`src/rtl/game_pkg.sv`:
```
// Shared types and defaults for the level-flow controller: the game state
// encoding and the diamond-count clamp used on the eat-tracker inputs.
package game_pkg;

  typedef enum logic [2:0] {
    TITLE   = 3'd0,
    LVL_RST = 3'd1,
    PLAY    = 3'd2,
    WIN     = 3'd3,
    LOSE    = 3'd4
  } state_t;

  localparam int DEF_FRAMES_PER_SEC = 60;
  localparam int DEF_MAX_SECONDS    = 999;

  function automatic logic [3:0] clamp_eat(input logic [3:0] n, input logic [3:0] lim);
    return (n > lim) ? lim : n;
  endfunction

endpackage

```
`src/rtl/game_flow_ctrl_frame_sec_timer.sv`:
```
// Level timer: counts frame ticks into whole seconds, saturating the
// seconds count while the frame counter keeps wrapping.
module frame_sec_timer
  import game_pkg::*;
#(
  parameter int FRAMES_PER_SEC = DEF_FRAMES_PER_SEC,
  parameter int MAX_SECONDS    = DEF_MAX_SECONDS
) (
  input  logic       Clk,
  input  logic       Reset,
  input  logic       clear,
  input  logic       enable,
  input  logic       frame_tick,
  output logic [9:0] timer_sec
);

  localparam int FW = $clog2(FRAMES_PER_SEC + 1);
  localparam logic [FW-1:0] FRAME_LAST = FW'(FRAMES_PER_SEC - 1);
  localparam logic [9:0]    SEC_MAX    = 10'(MAX_SECONDS);

  logic [FW-1:0] frame_q, frame_d;
  logic [9:0]    sec_q, sec_d;

  always_comb begin
    frame_d = frame_q;
    sec_d   = sec_q;
    if (clear) begin
      frame_d = '0;
      sec_d   = '0;
    end else if (enable && frame_tick) begin
      if (frame_q == FRAME_LAST) begin
        frame_d = '0;
        if (sec_q < SEC_MAX) sec_d = sec_q + 10'd1;
      end else begin
        frame_d = frame_q + 1'b1;
      end
    end
  end

  always_ff @(posedge Clk) begin
    if (Reset) begin
      frame_q <= '0;
      sec_q   <= '0;
    end else begin
      frame_q <= frame_d;
      sec_q   <= sec_d;
    end
  end

  assign timer_sec = sec_q;

endmodule

```
`src/rtl/game_flow_ctrl.sv`:
```
// Level-flow controller: TITLE -> LVL_RST -> PLAY -> WIN/LOSE -> restart,
// with door-hold win detection, level timer and score latching.
module game_flow_ctrl
  import game_pkg::*;
#(
  parameter int FRAMES_PER_SEC   = DEF_FRAMES_PER_SEC,
  parameter int MAX_SECONDS      = DEF_MAX_SECONDS,
  parameter int DIAMONDS_PER_CLR = 3,
  parameter int DOOR_HOLD_FRAMES = 30,
  parameter int PTS_PER_DIAMOND  = 10
) (
  input  logic       Clk,
  input  logic       Reset,
  input  logic       frame_tick,
  input  logic       keyboardpress,
  input  logic       restart_key,
  input  logic [3:0] num_eat_blue,
  input  logic [3:0] num_eat_red,
  input  logic       girl_at_door,
  input  logic       boy_at_door,
  input  logic       girl_dead,
  input  logic       boy_dead,
  output logic [2:0] game_state,
  output logic       level_reset,
  output logic [9:0] timer_sec,
  output logic [9:0] score,
  output logic       all_diamonds,
  output logic       show_title,
  output logic       show_win,
  output logic       show_lose
);

  localparam int DW = $clog2(DOOR_HOLD_FRAMES + 1);
  localparam logic [DW-1:0] DOOR_DONE  = DW'(DOOR_HOLD_FRAMES);
  localparam logic [3:0]    DPC        = 4'(DIAMONDS_PER_CLR);
  localparam logic [9:0]    PTS        = 10'(PTS_PER_DIAMOND);
  localparam logic [9:0]    BONUS_BASE = 10'd100;

  state_t        state_q, state_d;
  logic [DW-1:0] door_q, door_d;
  logic [9:0]    score_q, score_d;
  logic          all_q, all_d;

  logic [3:0]    blue_c, red_c;
  logic [9:0]    diamond_pts, time_bonus;
  logic [DW-1:0] door_inc;
  logic          both_at_door, any_dead, hold_done;
  logic          timer_clear, timer_enable;

  assign blue_c       = clamp_eat(num_eat_blue, DPC);
  assign red_c        = clamp_eat(num_eat_red, DPC);
  assign diamond_pts  = PTS * (10'(blue_c) + 10'(red_c));
  assign time_bonus   = (timer_sec < BONUS_BASE) ? (BONUS_BASE - timer_sec) : 10'd0;
  assign both_at_door = girl_at_door & boy_at_door;
  assign any_dead     = girl_dead | boy_dead;
  assign door_inc     = door_q + 1'b1;
  assign hold_done    = frame_tick && both_at_door && (door_inc == DOOR_DONE);

  always_comb begin
    state_d = state_q;
    door_d  = door_q;
    score_d = score_q;
    all_d   = (blue_c == DPC) && (red_c == DPC);
    case (state_q)
      TITLE: begin
        if (keyboardpress) state_d = LVL_RST;
      end
      LVL_RST: begin
        state_d = PLAY;
        door_d  = '0;
        score_d = '0;
      end
      PLAY: begin
        score_d = diamond_pts;
        if (frame_tick) door_d = both_at_door ? door_inc : '0;
        // Death outranks a door-hold completing in the same cycle.
        if (any_dead) begin
          state_d = LOSE;
        end else if (hold_done) begin
          state_d = WIN;
          score_d = diamond_pts + time_bonus;
        end else if (restart_key) begin
          state_d = LVL_RST;
          door_d  = '0;
          score_d = '0;
        end
      end
      WIN, LOSE: begin
        if (restart_key) begin
          state_d = LVL_RST;
          door_d  = '0;
          score_d = '0;
        end
      end
      default: state_d = TITLE;
    endcase
  end

  // Clearing on entry keeps timer_sec at 0 throughout LVL_RST.
  assign timer_clear  = (state_d == LVL_RST);
  assign timer_enable = (state_q == PLAY);

  always_ff @(posedge Clk) begin
    if (Reset) begin
      state_q <= TITLE;
      door_q  <= '0;
      score_q <= '0;
      all_q   <= 1'b0;
    end else begin
      state_q <= state_d;
      door_q  <= door_d;
      score_q <= score_d;
      all_q   <= all_d;
    end
  end

  frame_sec_timer #(
    .FRAMES_PER_SEC(FRAMES_PER_SEC),
    .MAX_SECONDS   (MAX_SECONDS)
  ) u_timer (
    .Clk       (Clk),
    .Reset     (Reset),
    .clear     (timer_clear),
    .enable    (timer_enable),
    .frame_tick(frame_tick),
    .timer_sec (timer_sec)
  );

  assign game_state   = state_q;
  assign level_reset  = (state_q == LVL_RST);
  assign score        = score_q;
  assign all_diamonds = all_q;
  assign show_title   = (state_q == TITLE);
  assign show_win     = (state_q == WIN);
  assign show_lose    = (state_q == LOSE);

endmodule

```
`config.mk`:
```
export PLATFORM = sky130hd
export DESIGN_NAME = game_flow_ctrl
export DESIGN_NICKNAME = d
export VERILOG_FILES = /design/src/rtl/game_pkg.sv /design/src/rtl/game_flow_ctrl_frame_sec_timer.sv /design/src/rtl/game_flow_ctrl.sv
export SDC_FILE = /design/constraint.sdc
export NUM_CORES = 1
export LEC_CHECK = 0
export BUFFER_PORTS_ARGS = -buffer_cell sky130_fd_sc_hd__buf_2
export CAP_MARGIN = 30
export CORE_UTILIZATION = 29
export DETAILED_ROUTE_END_ITERATION = 16
export PLACE_DENSITY_LB_ADDON = 0.15
export SETUP_SLACK_MARGIN = 0.1
export SLEW_MARGIN = 10
export SYNTH_ARGS = -nofsm -noshare
export SYNTH_HDL_FRONTEND = slang
export SYNTH_SLANG_ARGS = --single-unit
export TNS_END_PERCENT = 20
```
`constraint.sdc`:
```
create_clock -name Clk -period 3.6 [get_ports Clk]
set_input_delay 0.54 -clock Clk [delete_from_list [all_inputs] [get_ports Clk]]
set_output_delay 0.54 -clock Clk [all_outputs]
set_load 0.02 [all_outputs]
```
After elaboration in Yosys (flattened, before gate mapping)
Cells that the tools add are included.
{ "totals": {"reg_bits": 35, "input_bits": 17, "word_cells": 60} }
{ "classes": {"n_addsub": 6, "n_mul": 1, "magnitude_cmp": 4, "eq_ne": 10, "mux": 21, "n_bitwise": 2, "reduce_logical": 10} }
{ "op_table": {"columns": ["cell", "count"], "rows": [
  ["10-bit two-way mux", 4],
  ["5-bit two-way mux", 6],
  ["10-bit case mux with 3 select lines", 1],
  ["5-bit case mux with 3 select lines", 1],
  ["3-bit two-way mux", 4],
  ["3-bit case mux with 4 select lines", 1],
  ["10-bit by 1-bit adder with 10-bit output, second input constant", 1],
  ["9-bit by 10-bit adder with 10-bit output", 1],
  ["10-bit < comparator, second input constant", 1],
  ["10-bit by 7-bit < comparator with 1-bit output, second input constant", 1],
  ["7-bit by 10-bit subtractor with 10-bit output, first input constant", 1],
  ["9-bit two-way mux", 1],
  ["4-bit by 2-bit == test with 1-bit output, second input constant", 2],
  ["4-bit by 2-bit greater-than comparator with 1-bit output, second input constant", 2],
  ["3-bit by 5-bit multiplier with 8-bit output, first input constant", 1],
  ["4-bit two-way mux", 2],
  ["6-bit by 1-bit adder with 6-bit output, second input constant", 1],
  ["3-bit by 1-bit == test with 1-bit output, second input constant", 2],
  ["3-bit by 2-bit == test with 1-bit output, second input constant", 2],
  ["6-bit == test, second input constant", 1],
  ["6-bit two-way mux", 1],
  ["4-bit by 4-bit adder with 5-bit output", 1],
  ["5-bit by 1-bit adder with 5-bit output, second input constant", 1],
  ["5-bit == test, second input constant", 1],
  ["10 further kinds", 14]
]} }

Logic depth before layout (Yosys ltp)
{ "logic_depth": {"depth_word": 8, "depth_mapped": 18, "depth_no_buf": 18} }

Cells and area by module
A second synthesis with hierarchy kept.
{ "hier_totals": {"hier_cells": 343, "hier_area_um2": 2736.4} }
{ "modules_own_cells": {"columns": ["mod", "instances", "cells_per_inst", "area_each_um2", "seq_area_each_um2"], "rows": [
  ["game_flow_ctrl", 1, 247, 1915.6, 380.4],
  ["frame_sec_timer", 1, 96, 820.8, 320.3]
]} }

Least setup slack after synthesis
Ideal clock, no wire load.
{ "synth_path": {"path_kind": "input port to flip-flop", "startpoint": "input num_eat_blue[2]", "endpoint": "register score_q[6] (netlist: score[6])", "setup_time_ps": 79, "arrival_time_ps": 3563, "required_ps": 3521, "slack_ps": -42, "path_stages": 14, "cell_sequence": "or3_1 ha_1 inv_1 fa_1 inv_1 ha_1 ha_1 fa_1 ha_1 nor2b_1 a311oi_1 xnor2_1 nand3_1 o211ai_1"} }
{ "synth_between": {"elab_chain_len": 8, "word_cells_on_any_way": 9, "cone_classes": "add/sub: 2; mul: 1; order compare: 1; mux: 5"} }
{ "synth_rtl": {"columns": ["item", "line_no", "text"], "rows": [
  ["from (decl)", "game_flow_ctrl.sv:17", "input logic [3:0] num_eat_blue,"],
  ["4-bit by 2-bit greater-than comparator with 1-bit output", "game_pkg.sv:17", "return (n > lim) ? lim : n;"],
  ["4-bit two-way mux (*)", "game_pkg.sv:17", null],
  ["4-bit by 4-bit adder with 5-bit output (*)", "game_flow_ctrl.sv:52", "assign diamond_pts = PTS * (10'(blue_c) + 10'(red_c));"],
  ["3-bit by 5-bit multiplier with 8-bit output (*)", "game_flow_ctrl.sv:52", null],
  ["9-bit by 10-bit adder with 10-bit output or 9-bit two-way mux (tied branches)", "game_flow_ctrl.sv:81, game_flow_ctrl.sv:82", null],
  ["10-bit two-way mux", "game_flow_ctrl.sv:79", "end else if (hold_done) begin"],
  ["10-bit two-way mux (*)", "game_flow_ctrl.sv:77", "if (any_dead) begin"],
  ["10-bit case mux with 3 select lines (*)", "game_flow_ctrl.sv:64", "case (state_q)"],
  ["to (signal assigned)", "game_flow_ctrl.sv:112", "score_q <= score_d;"],
  ["to (decl)", "game_flow_ctrl.sv:41", "logic [9:0] score_q, score_d;"]
]} }
Mark *: on every way between the ends. The rest lies on a longest branch, timed or not.
A chain may end at the register's enable or synchronous reset.

Worst setup path in the final report
Same ends and word-level chain as after synthesis.

==> results.yml <==
outcome:
  status: "finished, final reports clean"
final_layout:
  n_antenna_cell: 0
  area_delta_synth_final_pct: 20.8
  drive_above_1_share: 0.216
  fin_nets: 408
  mostFrequentLayoutCell: "buf_2"
  layout_common_cells: "44 x buf_2, 35 x nor2_1, 35 x dfxtp_1"
power_and_ir_drop:
  clock_power_share: 0.305
  peakVddDrop_uv: 153
  leakagePower_nw: 1.30
  power_density_nw_per_um2: 389
  p_seq_frac: 0.337
  power_mw: 1.20
  p_comb_frac: 0.359
  swShare: 0.331
  switchingPower_mw: 0.396
  intPower_mw: 0.802
synthesis:
  synth_edf_count: 0
  postSynthCellCount: 313
  synth-seq-cells: 35
  ys_seq_area_frac: 0.275
  ys.flop_type: "dfxtp_1"
  synthArstFlopShare: 0
  synth_area_per_cell_um2: 8.13
  synth.distinct_cells: 56
  syn_area_um2: 2550
  yosysWarningCount: 0
flow_run:
  drv_cap: 0
clock_network:
  clkSlewWorstSetupHoldPaths_ns: 0.07
  clkSinkCount: 35
  cts_tree: "built"
  clkLatencyLatePin_ns: 0.29
  root_buffer: "clkbuf_8"
  numCtsBuffers: 5
  cts_hold_buf: 0
  clk_path_buf_depth: 2
  htreeDepth: 2
setup_path:
  setup.worst_path.start_class: "input port"
  cp-startpoint: "num_eat_blue[2]"
  r2r_start: "u_timer.timer_sec[5]$_SDFFE_PP0P_"
  end_kind: "register"
  cp_slowest_cell: "fa_2"
  critPathMaxStageDelay_ns: 0.46
  cp.required_ns: 3.82
  critical_path_arrival_ns: 3.58
  crit_type: "in -> reg"
  path_max_fanout: 4
  path_cells: "buf_2, or3_4, ha_4, inv_2, fa_1, inv_2, ha_1, ha_2, fa_2, ha_4, nor2b_1, a311oi_2, xnor2_1, nand3_1, o211ai_1"
worst_hold_path:
  min_from: "score[1]$_SDFFE_PP0P_"
  min_path_type: "reg -> reg"
floorplanning:
  die_area_um2: 9160
  fp.dieH_um: 95.7
  design.core.area_um2: 8340
  row_count: 33
  ios: 45
  start_util: 0.305
  die_x_um: 95.7
timing:
  period_share: 0.934
  fmax_mhz: 297
  hold_violations: 0
  slew_violations: 0
  rsz0062_at_grt: "false"
  skew_ns: 0.00654
  timing.final.crit_period_ns: 3.36
  setup_slack_ns: 0.238
  relSlewSlack: 0.518
  setup_violations: 0
  tns_ns: 0
  worstMarginPinSlew_ns: 0.723
  whs_ns: 0.463
global_route:
  grt_pass1_vias: 2185
  grt_max_degree: 17
  grt_pass1_wl_mm: 10.4
  antenna_found_initial: 0
  overflow: 0
  grt.total_usage: 0.149
drt:
  first_iter_violations: 82
  drc_errors: 0
  routed-via-count: 2355
  route.antenna.remaining_nets: 0
  firstDrtPassIters: 4
  viasPerCell: 5.00
  routedWlPerCell_um: 13.2
  routed_wl_mm: 6.22
placement:
  globalplace.congestion: 0.804
  dp_hpwl_mm: 4.74
  place_ws_ns: -0.102
  numPortBuffers: 44
-- layer usage --
layer / part of all wire / global-route usage / up-vias
li1: - / - / 1218
met1: 0.49 / 0.194 / 1097
met2: 0.47 / 0.242 / 36
met3: 0.030 / 0.0300 / 4
met4: 0.012 / 0.0560 / 0
met5: 0 / 0 / -
-- cell type report --
cell class | count | area [um^2]
timing repair buffer | 52 | 280
multi-input combinational | 258 | 1800
tap | 105 | 131
fill | 929 | 5270
clock inverter | 3 | 43.8
clock buffer | 5 | 68.8
sequential | 35 | 701
inverter | 13 | 48.8
-- cells by family (layout without fill, tap and decap cells) --
logic type               count (synthesis)  count (layout)  share of synthesized area
AO/OA/AOI/OAI                           72              72                      0.192
other                                    1               6                    0.00147
multiplexers                             2               2                    0.00786
AND/OR/NAND/NOR                        128             128                      0.261
flip-flops                              35              35                      0.275
buffers and inverters                   25              73                     0.0428
adder cells (fa/ha/maj)                 26              26                      0.137
XOR/XNOR                                24              24                     0.0826
-- sequential cells by signal, summed over array words and instances, names as in the netlist --
signal and flops:
u_timer.frame_q 6, game_state 3, all_diamonds 1, door_q 5
u_timer.timer_sec 10, score 10
-- worst max-delay path, delay by kind of cell --
kind	cells	cell delay [ns]
xor+xnor	1	0.16
simple gates	3	0.63
buf+inv	3	0.22
fa+ha+maj	6	1.64
compound gates	2	0.39
-- power groups by stage --
| stage | Sequential (mW) | Combinational (mW) | Clock, mW |
|---|---|---|---|
| after detailed placement | 0.413 | 0.397 | 0 |
| after CTS | 0.404 | 0.399 | 0.380 |
| after global routing | 0.405 | 0.484 | 0.399 |
| final | 0.403 | 0.429 | 0.365 |
| after global placement | 0.413 | 0.400 | 0 |
| after floorplan | 0.416 | 0.306 | 0 |
-- Yosys cell counts, types with 3 or more instances --
cell	count	area share
dfxtp_1	35	0.28
nor2_1	35	0.052
nand2_1	26	0.038
ha_1	23	0.11
a21oi_1	20	0.039
o21ai_0	19	0.037
nand3_1	16	0.031
xor2_1	14	0.048
inv_1	13	0.019
nor3_1	13	0.026
xnor2_1	10	0.034
clkbuf_1	7	0.010
and3_1	4	0.0098
nand4_1	4	0.0098
a21o_1	3	0.0088
a22o_1	3	0.010
a22oi_1	3	0.0088
a31oi_1	3	0.0074
and2_1	3	0.0074
buf_2	3	0.0059
fa_1	3	0.024
nand3b_1	3	0.0088
nor2b_1	3	0.0074
nor3b_1	3	0.0088
or3_1	3	0.0074
-- worst paths after layout --
path / slack, ns / depth (start not counted) / end
worst min-delay path: 0.46 / 2 / score[1]$_SDFFE_PP0P_
worst min register to register: 0.46 / 2 / score[1]$_SDFFE_PP0P_
worst max-delay path: 0.24 / 15 / score[6]$_SDFFE_PP0P_
worst max register to register: 0.64 / 11 / score[5]$_SDFFE_PP0P_
-- through the flow --
step | cells | cell area (um^2) | utilization
floorplan | 318 | 2580 | -
global placement | 460 | 2910 | 0.349
detailed placement | 460 | 2910 | 0.349
CTS | 468 | 3030 | 0.363
global route | 471 | 3080 | 0.369
finish | 471 | 3080 | 0.369
-- what timing repair did --
action	4_1_cts	5_1_grt
resized for setup	0	9
buffers inserted	0	3
setup endpoints to repair	0	3
No activity file was read; power rests on OpenSTA's default activity.
